## src/rtl/uart_tx_fifo_feeder.sv

```systemverilog
// Byte FIFO and send sequencer feeding a UART transmitter, with a programmable idle gap between frames.
// Optional sticky overflow flag with clear input: define TX_FIFO_OVERFLOW_EN.
module uart_tx_fifo_feeder #(
    parameter int DEPTH      = 16,
    parameter int AW         = 4,
    parameter int GAP_CYCLES = 0
) (
    input  logic          CLOCK,
    input  logic          RST,
    input  logic          WR_En,
    input  logic [7:0]    WR_Data,
    output logic          Full,
    output logic          Empty,
    output logic [AW:0]   Level,
    output logic [7:0]    TX_Data,
    output logic          TX_En_Sig,
    input  logic          TX_Done_Sig,
`ifdef TX_FIFO_OVERFLOW_EN
    input  logic          Ovf_Clr,
    output logic          Overflow,
`endif
    output logic          Busy
);

    typedef enum logic [1:0] {
        IDLE,
        SEND,
        GAP
    } state_t;

    localparam logic [15:0] GAP_LAST = (GAP_CYCLES > 0) ? 16'(GAP_CYCLES - 1) : 16'd0;

    state_t          state;
    state_t          state_next;
    logic [7:0]      mem [DEPTH];
    logic [AW-1:0]   wr_ptr;
    logic [AW-1:0]   rd_ptr;
    logic [15:0]     gap_cnt;
    logic            wr_ok;
    logic            pop;
    logic            done_ok;
    logic            gap_last;
    logic            tx_en_next;

    assign Full     = (Level == (AW+1)'(DEPTH));
    assign Empty    = (Level == '0);
    assign wr_ok    = WR_En && !Full;
    // Done only completes a frame once the request is actually up, so a Done
    // still held from the previous frame cannot retire a freshly popped byte.
    assign done_ok  = TX_Done_Sig && TX_En_Sig;
    assign gap_last = (gap_cnt == GAP_LAST);

    always_ff @(posedge CLOCK) begin
        if (RST) begin
            state <= IDLE;
        end else begin
            state <= state_next;
        end
    end

    always_comb begin
        state_next = state;
        case (state)
            IDLE: if (!Empty) state_next = SEND;
            SEND: if (done_ok) state_next = (GAP_CYCLES == 0) ? IDLE : GAP;
            GAP:  if (gap_last) state_next = IDLE;
            default: state_next = IDLE;
        endcase
    end

    always_comb begin
        pop        = (state == IDLE) && !Empty;
        tx_en_next = (state == SEND) && !done_ok;
        Busy       = (state != IDLE);
    end

    always_ff @(posedge CLOCK) begin
        if (wr_ok) begin
            mem[wr_ptr] <= WR_Data;
        end
    end

    always_ff @(posedge CLOCK) begin
        if (RST) begin
            wr_ptr    <= '0;
            rd_ptr    <= '0;
            Level     <= '0;
            gap_cnt   <= '0;
            TX_Data   <= '0;
            TX_En_Sig <= 1'b0;
        end else begin
            if (wr_ok) begin
                wr_ptr <= wr_ptr + AW'(1);
            end
            if (pop) begin
                TX_Data <= mem[rd_ptr];
                rd_ptr  <= rd_ptr + AW'(1);
            end
            case ({wr_ok, pop})
                2'b10:   Level <= Level + (AW+1)'(1);
                2'b01:   Level <= Level - (AW+1)'(1);
                default: Level <= Level;
            endcase
            TX_En_Sig <= tx_en_next;
            gap_cnt   <= ((state == GAP) && !gap_last) ? gap_cnt + 16'd1 : '0;
        end
    end

`ifdef TX_FIFO_OVERFLOW_EN
    always_ff @(posedge CLOCK) begin
        if (RST) begin
            Overflow <= 1'b0;
        end else if (WR_En && Full) begin
            Overflow <= 1'b1;
        end else if (Ovf_Clr) begin
            Overflow <= 1'b0;
        end
    end
`endif

endmodule
```

## config.mk

```make
export PLATFORM = sky130hd
export DESIGN_NAME = uart_tx_fifo_feeder
export DESIGN_NICKNAME = d
export VERILOG_FILES = /design/src/rtl/uart_tx_fifo_feeder.sv
export SDC_FILE = /design/constraint.sdc
export NUM_CORES = 1
export LEC_CHECK = 0
export BUFFER_PORTS_ARGS = -buffer_cell sky130_fd_sc_hd__buf_2
export CAP_MARGIN = 10
export CORE_MARGIN = 2
export CORE_UTILIZATION = 60
export CTS_BUF_LIST = sky130_fd_sc_hd__clkbuf_8
export CTS_CLUSTER_SIZE = 16
export DETAILED_ROUTE_END_ITERATION = 8
export GPL_TIMING_DRIVEN = 0
export PLACE_DENSITY = 0.85
export SYNTH_ARGS = -nofsm -noshare
export SYNTH_HDL_FRONTEND = slang
export SYNTH_SLANG_ARGS = --single-unit
```

## constraint.sdc

```tcl
create_clock -name CLOCK -period 4.8 [get_ports CLOCK]
set_input_delay 1.44 -clock CLOCK [delete_from_list [all_inputs] [get_ports CLOCK]]
set_output_delay 1.44 -clock CLOCK [all_outputs]
set_load 0.1 [all_outputs]
```

## Word-level counts from Yosys, hierarchy flattened

Memory sizes are Yosys's and may differ from the RTL's. A register that Yosys moved wholly into a read port is not among the register bits.
Cells that the tools add are included.

| word-level totals | value |
|---|---|
| bits in registers | 32 |
| memory bits (writable) | 128 |
| input port bits | 12 |
| output and inout bits | 17 |
| word-level logic and storage cells | 44 |
| memories kept | 1 |

| operators by class | value |
|---|---|
| add/subtract/negate cells | 5 |
| eq/ne operators | 8 |
| mux-type cells | 7 |
| bitwise gates (word level) | 1 |
| reduce and logical (&&, ||, !) cells | 16 |

Memories:

| memory | depth | width | rd ports | clocked after memory_dff | wr ports | RTL line | RTL |
|---|---|---|---|---|---|---|---|
| mem | 16 | 8 | 1 | 1 | 1 | 35 | `logic [7:0] mem [DEPTH];` |

Operators by type and width:

| kind | number |
|---|---|
| 16-bit by 1-bit adder with 16-bit output (second input constant) | 1 |
| 16-bit zero test | 1 |
| 5-bit case mux with 2 select lines | 1 |
| 4-bit by 1-bit adder with 4-bit output (second input constant) | 2 |
| 2-bit 2-to-1 mux | 3 |
| 2-bit inequality test (second input constant) | 3 |
| 2-bit case mux with 3 select lines | 1 |
| 5-bit by 1-bit adder with 5-bit output (second input constant) | 1 |
| 5-bit equality test (second input constant) | 1 |
| 1-bit logical AND | 5 |
| 5-bit zero test | 1 |
| 5-bit by 1-bit subtractor with 5-bit output (second input constant) | 1 |
| 2-bit by 1-bit equality test with 1-bit output (second input constant) | 2 |
| 2-bit equality test (second input constant) | 2 |
| 1-bit zero test | 4 |
| 2-bit nonzero test | 2 |
| 3-bit AND reduction | 1 |
| 2-bit zero test | 1 |
| 1-bit 2-to-1 mux | 2 |
| 2-bit OR reduction | 1 |
| 1-bit NOT | 1 |

## Logic depth before layout (Yosys ltp)

Gate-level depths: netlist of run 1.

| logic depth | value |
|---|---|
| depth after elaboration | 5 |
| mapped depth | 12 |
| mapped depth without buffers | 11 |

## Least setup slack after synthesis of run 1

No wires, ideal clock.

| timing path | value |
|---|---|
| path kind | reg2out |
| start | reg Level[1] |
| end | out Empty |
| arrival time | 2.156 ns |
| path slack | 1.204 ns |
| cell stages (with the launch flop) | 4 |
| path through | dfxtp_1 -> buf_6 -> nor4_4 -> and2_1 |

| between the ends | value |
|---|---|
| cells in the longest elaborated chain, start to end | 1 |

RTL lines:

| item | RTL line | RTL |
|---|---|---|
| start: declaration | 14 | `output logic [AW:0] Level,` |
| start signal: assignment | 100 | `2'b10: Level <= Level + (AW+1)'(1);` |
| start signal: assignment | 101 | `2'b01: Level <= Level - (AW+1)'(1);` |
| start signal: assignment | 102 | `default: Level <= Level;` |
| 5-bit zero test | 46 | `assign Empty = (Level == '0);` |
| end: declaration | 13 | `output logic Empty,` |

No other way between the ends.

## Final worst setup path of run 1

| timing path | value |
|---|---|
| start | reg Level[1] |
| end | out Full |

| between the ends | value |
|---|---|
| cells in the longest elaborated chain, start to end | 1 |

RTL lines:

| item | RTL line | RTL |
|---|---|---|
| 5-bit equality test | 45 | `assign Full = (Level == (AW+1)'(DEPTH));` |
| end: declaration | 12 | `output logic Full,` |

No other way between the ends.

==> results by group, run 1 <==
Setup path
  – Setup Crit Path Kind: flop to primary output
  – CP arrival: 1.97 ns
  – Crit path launch type: flop
  – CP Cell Sequence: buf_6, nor4_4, and2_1, buf_2
  – Cell family with most CP delay: simple AND/OR/NAND/NOR gates
  – Worst setup EP type: primary output
  – CP max stage delay: 0.45 ns
  – WP data required: 3.36 ns
  – Slowest CP cell: nor4_4
  – CP max FO: 7
  – CP Buf/Inv Count: 2

Cells and area
  – Share of cells above drive strength 1: roughly 24%
  – # diodes: 0
  – Finished Cell Area: just under 7000 um^2
  – Final Instance Count excl. Fillers: 568
  – Layout Utilization: 69.7%
  – Final Net Count: 443
  – Area growth from synthesis to layout: 12.1%

Global route
  – Number of global-route vias before repair: 3447
  – Gr ovfl total: 0
  – Gr busiest metal: met2
  – GRT met3 Usage: 6.43%
  – Met1 Use GR: 30.4%
  – Gr usage total: 23.8%
  – First-pass GRT wire length: approximately 19 mm
  – Antenna violations before repair: 0
  – Largest net degree at the start of global routing: 17
  – Grt met2 use: between 30 and 40%

Synth
  – Mux share of post-synthesis cell area: 11.7%
  – Mapped Cells: 372
  – Synth Area in Compound Gates: 6.37%
  – Sequential share of the synthesized area: 70.2%
  – Xor/xnor share of the synthesized area: under 10%
  – Syn nets: 393
  – Adder-Cell Fraction of Synth Area: 1.84%
  – Top-count cell post-synth: edfxtp_1
  – Yosys reg bits: 151
  – Leading area contributor after synthesis: edfxtp_1
  – Ys Warns: 0
  – Post-Syn Area per Cell: about 16 um^2
  – Syn Std Cell Area: 6130 um^2
  – Ys async rst share: 0%
  – Largest family of logic cells by synthesized area: multiplexers
  – Post-synth EDFFs: 128
  – Main flop type after synthesis: edfxtp_1
  – Netlist cell types: 43
  – Simple-gate area share of the yosys netlist: 6.00%
  – Synth top area cells: edfxtp_1, dfxtp_1, mux2i_1
  – Top cell type's share of synthesized area: 62.7%
  – Top cells by count, synth: edfxtp_1, nor2_1, mux2i_1

Timing
  – Hold WS: 0.470 ns
  – Crit path time final: between 3 and 4 ns
  – Worst clock skew: approximately 0.016 ns
  – RSZ-0062 raised after global routing: no
  – Pins over their slew limit: 0
  – Tcrit/Tclk final: 70.9%
  – Final hold vios: 0
  – Setup TNS: 0 ns
  – Finish-stage setup viols: 0
  – Normalized max-slew margin: 35.0%
  – Maximum clock rate: 294 MHz
  – Slew @ Worst Pin: roughly 0.97 ns

Die
  – Io pins: 29
  – Die Area: 11000 um^2
  – Starting density of the core: 62.2%
  – Die width: 105 um
  – Die span in y: ~110 um
  – Rows: 36
  – Core footprint: 9860 um^2

Place
  – DP Area: ~6500 um^2
  – Dpl cells: 535
  – DP Wirelength: 8.22 mm
  – Placer Congestion: 0.834
  – PortBufs: 27

CTS
  – CTS clock-pin slew for the worst setup and hold paths: 0.09 ns
  – Latest clock arrival within the worst-skew pair: about 0.45 ns
  – Max clock buf depth: 2
  – Clock Tree Root: clkbuf_8
  – Setup bufs post-CTS: 0
  – CTS tree: built
  – TritonCTS Buffers: 17
  – PostCTS Resize Cnt: 0
  – CTS Hold Buffers Added: 0
  – H-tree depth: 4
  – Clk sinks: 151

Run
  – MaxCap Viol Count: 0

Power and ir drop
  – Static Leakage: ~0.0023 uW
  – Int Power: about 2300 uW
  – Flop pwr share: 42.2%
  – Worst VDD drop: 0.000315 V
  – Net switching power: 1360 uW
  – Switch share: 36.9%
  – Clock network power share: 27.2%
  – Combinational power share: 30.6%
  – Power per cell area: 537 nW/um^2

Status
  – Outcome: complete, no violations

Hold path
  – Hold Crit Class: flop to flop

Drt
  – Routed Antenna Nets: 0
  – Vias: around 3400
  – DR pass1 iterations: 5
  – Final wirelength: 12.4 mm
  – Initial DRC count: 324
  – Post-DR wirelength/cell: roughly 22 um
  – Vias/cell: 6.02
  – Drt drc: 0
## routing by layer
metal / wire length (um) / up-vias / share of wire (%)
li1: - / 1544 / -
met1: 4990 / 1703 / 40
met2: 6230 / 137 / 50
met3: 789 / 33 / 6.4
met4: 365 / 0 / 2.9
met5: 0 / - / 0
## path summary, 6_finish.rpt
kind         cells after the start  slack [ns]        end       from
max                              4        1.39       Full   Level[1]
min                              1        0.47  TX_En_Sig  TX_En_Sig
max reg2reg                     11        1.86   Level[4]   Level[1]
min reg2reg                      1        0.47  TX_En_Sig  TX_En_Sig
## cell type report
cell class / instances / area, um^2
repair buffers: 31 / 158
flip-flops and latches: 151 / 4300
fillers: 620 / 2990
well taps: 133 / 166
clock buffers: 17 / 234
plain buffers: 21 / 131
clock inverters: 15 / 184
multi-input cells: 193 / 1670
inverters: 7 / 31.3
## cells by family (layout without fill, tap and decap cells)
kind of cell,Yosys count,count (layout)
mux,51,51
simple gates,76,76
fa+ha+maj,9,9
compound gates,48,48
xor+xnor,9,9
flops,151,151
buf+inv,28,91
## state kept, by name, summed over array words and instances, names as in the netlist
register	cells
mem	128
Level	5
TX_Data	8
TX_En_Sig	1
rd_ptr	4
wr_ptr	4
state	1
## power by group through the flow
stage,registers [uW],logic [uW],clock network (uW)
global placement,1580,1080,0
finish,1560,1130,1010
global route,1570,1200,1060
CTS,1560,1130,1010
detailed placement,1590,1120,0
floorplan,1860,616,0
## cells in the final DEF, fill, tap and decap left out, drive strengths merged, types with 5 or more instances in the layout
cell	count
a211oi	9
a21oi	5
a22oi	9
buf	45
clkbuf	24
clkinv	5
dfxtp	23
edfxtp	128
ha	9
inv	14
mux2i	34
mux4	16
nand2	9
nor2	36
nor3	15
o22ai	17
xor2	6
## through the flow
stage | total power, uW | setup WS, ns
finish | 3690 | 1.39
global route | 3830 | 1.33
CTS | 3700 | 1.37
detailed placement | 2710 | 1.14
global placement | 2670 | 1.24
floorplan | 2470 | 1.20
No activity file was read; power rests on OpenSTA's default activity.
==> run 2, diff against run 1 <==
--- a/config.mk
+++ b/config.mk
@@ -8,7 +8,7 @@
 export BUFFER_PORTS_ARGS = -buffer_cell sky130_fd_sc_hd__buf_2
 export CAP_MARGIN = 10
 export CORE_MARGIN = 2
-export CORE_UTILIZATION = 60
+export CORE_UTILIZATION = 57
 export CTS_BUF_LIST = sky130_fd_sc_hd__clkbuf_8
 export CTS_CLUSTER_SIZE = 16
 export DETAILED_ROUTE_END_ITERATION = 8
==> constraint.sdc (replaced) <==
create_clock -name CLOCK -period 2.9 [get_ports CLOCK]
set_input_delay 0.87 -clock CLOCK [delete_from_list [all_inputs] [get_ports CLOCK]]
set_output_delay 0.87 -clock CLOCK [all_outputs]
set_load 0.1 [all_outputs]
==> run 2 against run 1 <==
Effect of this change:
- combinational power grew 66%
- die area is 5.1% higher
- clock skew shrank 0.0057 ns
- first-iteration DRC count up 12%
- core utilization decreased by 2.8 points
- largest power group unchanged
==> results by group, run 2 (synthesis results as in run 1) <==
Status
  – Outcome: complete, no violations

Timing
  – Final hold vios: 0 (unchanged)
  – Worst clock skew: 0.0108 ns (-0.00567 ns)
  – Maximum clock rate: around 360 MHz
  – Pins over their slew limit: 0 (unchanged)
  – Setup TNS: 0 ns (unchanged)
  – Crit path time final: 2.77 ns
  – Normalized max-slew margin: 23.2% (-12 points)
  – Tcrit/Tclk final: 95.6%
  – Slew @ Worst Pin: 1.14 ns (+0.172 ns)
  – Finish-stage setup viols: 0 (unchanged)
  – Hold WS: 0.464 ns (-0.00626 ns)

Hold path
  – Hold Crit Class: flop to flop
  – WHS Endpoint: TX_En_Sig
  – Hold Crit Depth: 1 (unchanged)
  – Min-delay src: TX_En_Sig

Setup path
  – Worst reg-to-reg setup slack: 0.17 ns (-1.69 ns)
  – WP data required: 2.03 ns (-1.33 ns)
  – CP max stage delay: 0.42 ns (-0.03 ns)
  – Reg2reg end: Level[4]
  – CP max FO: 7 (unchanged)
  – Worst R2R Path Depth: 13 (+2)
  – Setup Crit Path Kind: flop to primary output
  – Slowest CP cell: buf_2
  – Worst setup EP type: primary output
  – Crit path launch type: flop
  – CP Cell Sequence: buf_6, nor4_4, buf_4, and2_1, buf_2
  – R2r startpoint: Level[1]
  – CP arrival: 1.90 ns (-0.07 ns)

Drt
  – DR pass1 iterations: 7 (+2)
  – Post-DR wirelength/cell: 22.0 um (+0.79%)
  – Drt drc: 0 (unchanged)
  – Routed Antenna Nets: 0 (unchanged)
  – Vias: 3440 (+0.67%)
  – Initial DRC count: 362 (+12%)
  – Vias/cell: 6.02 (+0.14%)
  – Final wirelength: 12.5 mm (+1.3%)

Die
  – Io pins: 29 (unchanged)
  – Die Area: 11600 um^2 (+5.1%)
  – Die span in y: 108 um (+2.5%)
  – Rows: 37 (+2.8%)
  – Core footprint: 10400 um^2 (+5.1%)
  – Starting density of the core: 59.1% (-3.0 points)
  – Die width: 108 um (+2.5%)

CTS
  – Clk sinks: 151 (unchanged)
  – CTS clock-pin slew for the worst setup and hold paths: 0.08 ns (about the same)
  – CTS Hold Buffers Added: 0 (unchanged)
  – Clock Tree Root: clkbuf_8
  – Latest clock arrival within the worst-skew pair: 0.45 ns (about the same)
  – Max clock buf depth: 2 (unchanged)
  – H-tree depth: 4 (unchanged)
  – CTS tree: built
  – TritonCTS Buffers: 17 (unchanged)

Cells and area
  – Final Instance Count excl. Fillers: 571 (+0.53%)
  – Area growth from synthesis to layout: 13.1%
  – # diodes: 0 (unchanged)
  – Final Net Count: 443 (unchanged)
  – Most frequent cells in the layout: edfxtp_1, nor2_1, buf_2
  – Most common cell after layout, fill and taps aside: edfxtp_1
  – Reg with most FFs: mem
  – Largest regs: mem: 128 flops, TX_Data: 8 flops, Level: 5 flops
  – Share of cells above drive strength 1: 26.0% (+1.6 points)
  – Max reg flops: 128 (unchanged)

Place
  – DP Wirelength: 8.16 mm (-0.70%)
  – Placer Congestion: 0.889 (+6.7%)
  – PortBufs: 27 (unchanged)
  – Dpl cells: 535 (unchanged)

Global route
  – Number of global-route vias before repair: 3438 (-0.26%)
  – Antenna violations before repair: 0 (unchanged)
  – Largest net degree at the start of global routing: 17 (unchanged)
  – First-pass GRT wire length: 19.0 mm (-0.87%)
  – Gr usage total: 23.4% (-0.44 points)
  – Gr ovfl total: 0 (unchanged)

Run
  – MaxCap Viol Count: 0 (unchanged)

Power and ir drop
  – Total power: 6280 uW (+70%)
  – Static Leakage: 0.00229 uW (+0.55%)
  – Power per cell area: 906 nW/um^2 (+69%)
  – Worst VDD drop: 0.000553 V (+76%)
-- run 2: cell count changes in the layout (fill, tap and decap cells not counted), sizes merged --
cell / before / now
bufinv: 2 / 4
inv: 14 / 11
clkbuf: 24 / 25
clkinv: 5 / 3
clkinvlp: 1 / 3
-- run 2: final cells by class --
type	count	area, um^2
Fill cell	724	3440
Timing Repair Buffer	31	158
Buffer	21	131
Clock inverter	14	214
Clock buffer	18	248
Sequential cell	151	4310
Inverter	7	31.3
Tap cell	136	170
Multi-Input combinational cell	193	1670
-- run 2: power breakdown --
| group | switching, uW | total (uW) | leakage, uW | internal, uW |
|---|---|---|---|---|
| logic | 1310 | 1880 | 0.000720 | 576 |
| clock network | 829 | 1810 | 0.000222 | 984 |
| registers | 94.0 | 2590 | 0.00135 | 2490 |
| total | 2230 | 6280 | 0.00229 | 4050 |
-- run 2: worst max-delay path, delay by kind of cell (launching register included) --
family                 cells  cell delay [ns]
buffers and inverters      3             0.74
flip-flops                 1             0.33
AND/OR/NAND/NOR            2             0.39
-- run 2: metal layers --
metal	routed length [um]	vias to the layer above	GRT usage [%]	share of wire, %
met4	481	0	11.1	3.8
met5	0	-	0	0
met3	754	37	5.08	6.0
met2	6530	128	39.0	52
met1	4780	1736	29.3	38
li1	-	1539	-	-
-- run 2: per-stage QoR --
| step | utilization [%] | worst slack [ns] | cell area [um^2] |
|---|---|---|---|
| 2_1_floorplan | - | 0.0852 | 6140 |
| 3_3_place_gp | 62.1 | -0.0781 | 6440 |
| 3_5_place_dp | 62.1 | -0.151 | 6440 |
| 4_1_cts | 66.6 | 0.0675 | 6910 |
| 5_1_grt | 66.9 | -0.00134 | 6930 |
| 6_report | 66.9 | 0.129 | 6930 |
-- run 2: repair_timing --
action                     CTS  global route
hold endpoints to repair     0             0
resized for setup            0             2
setup endpoints to repair    0             1
setup buffers                0             1
-- run 2: worst max-delay path by stage --
stage | startpoint | endpoint | slack (ns) | cells past startpoint
after floorplan | Level[0] | Level[4] | 0.09 | 10
after global placement | WR_En | Level[4] | -0.08 | 10
after detailed placement | WR_En | Level[4] | -0.15 | 10
after CTS | Level[0] | Level[4] | 0.07 | 10
after global routing | Level[1] | Level[4] | -0.001 | 13
final | Level[1] | Full | 0.13 | 5
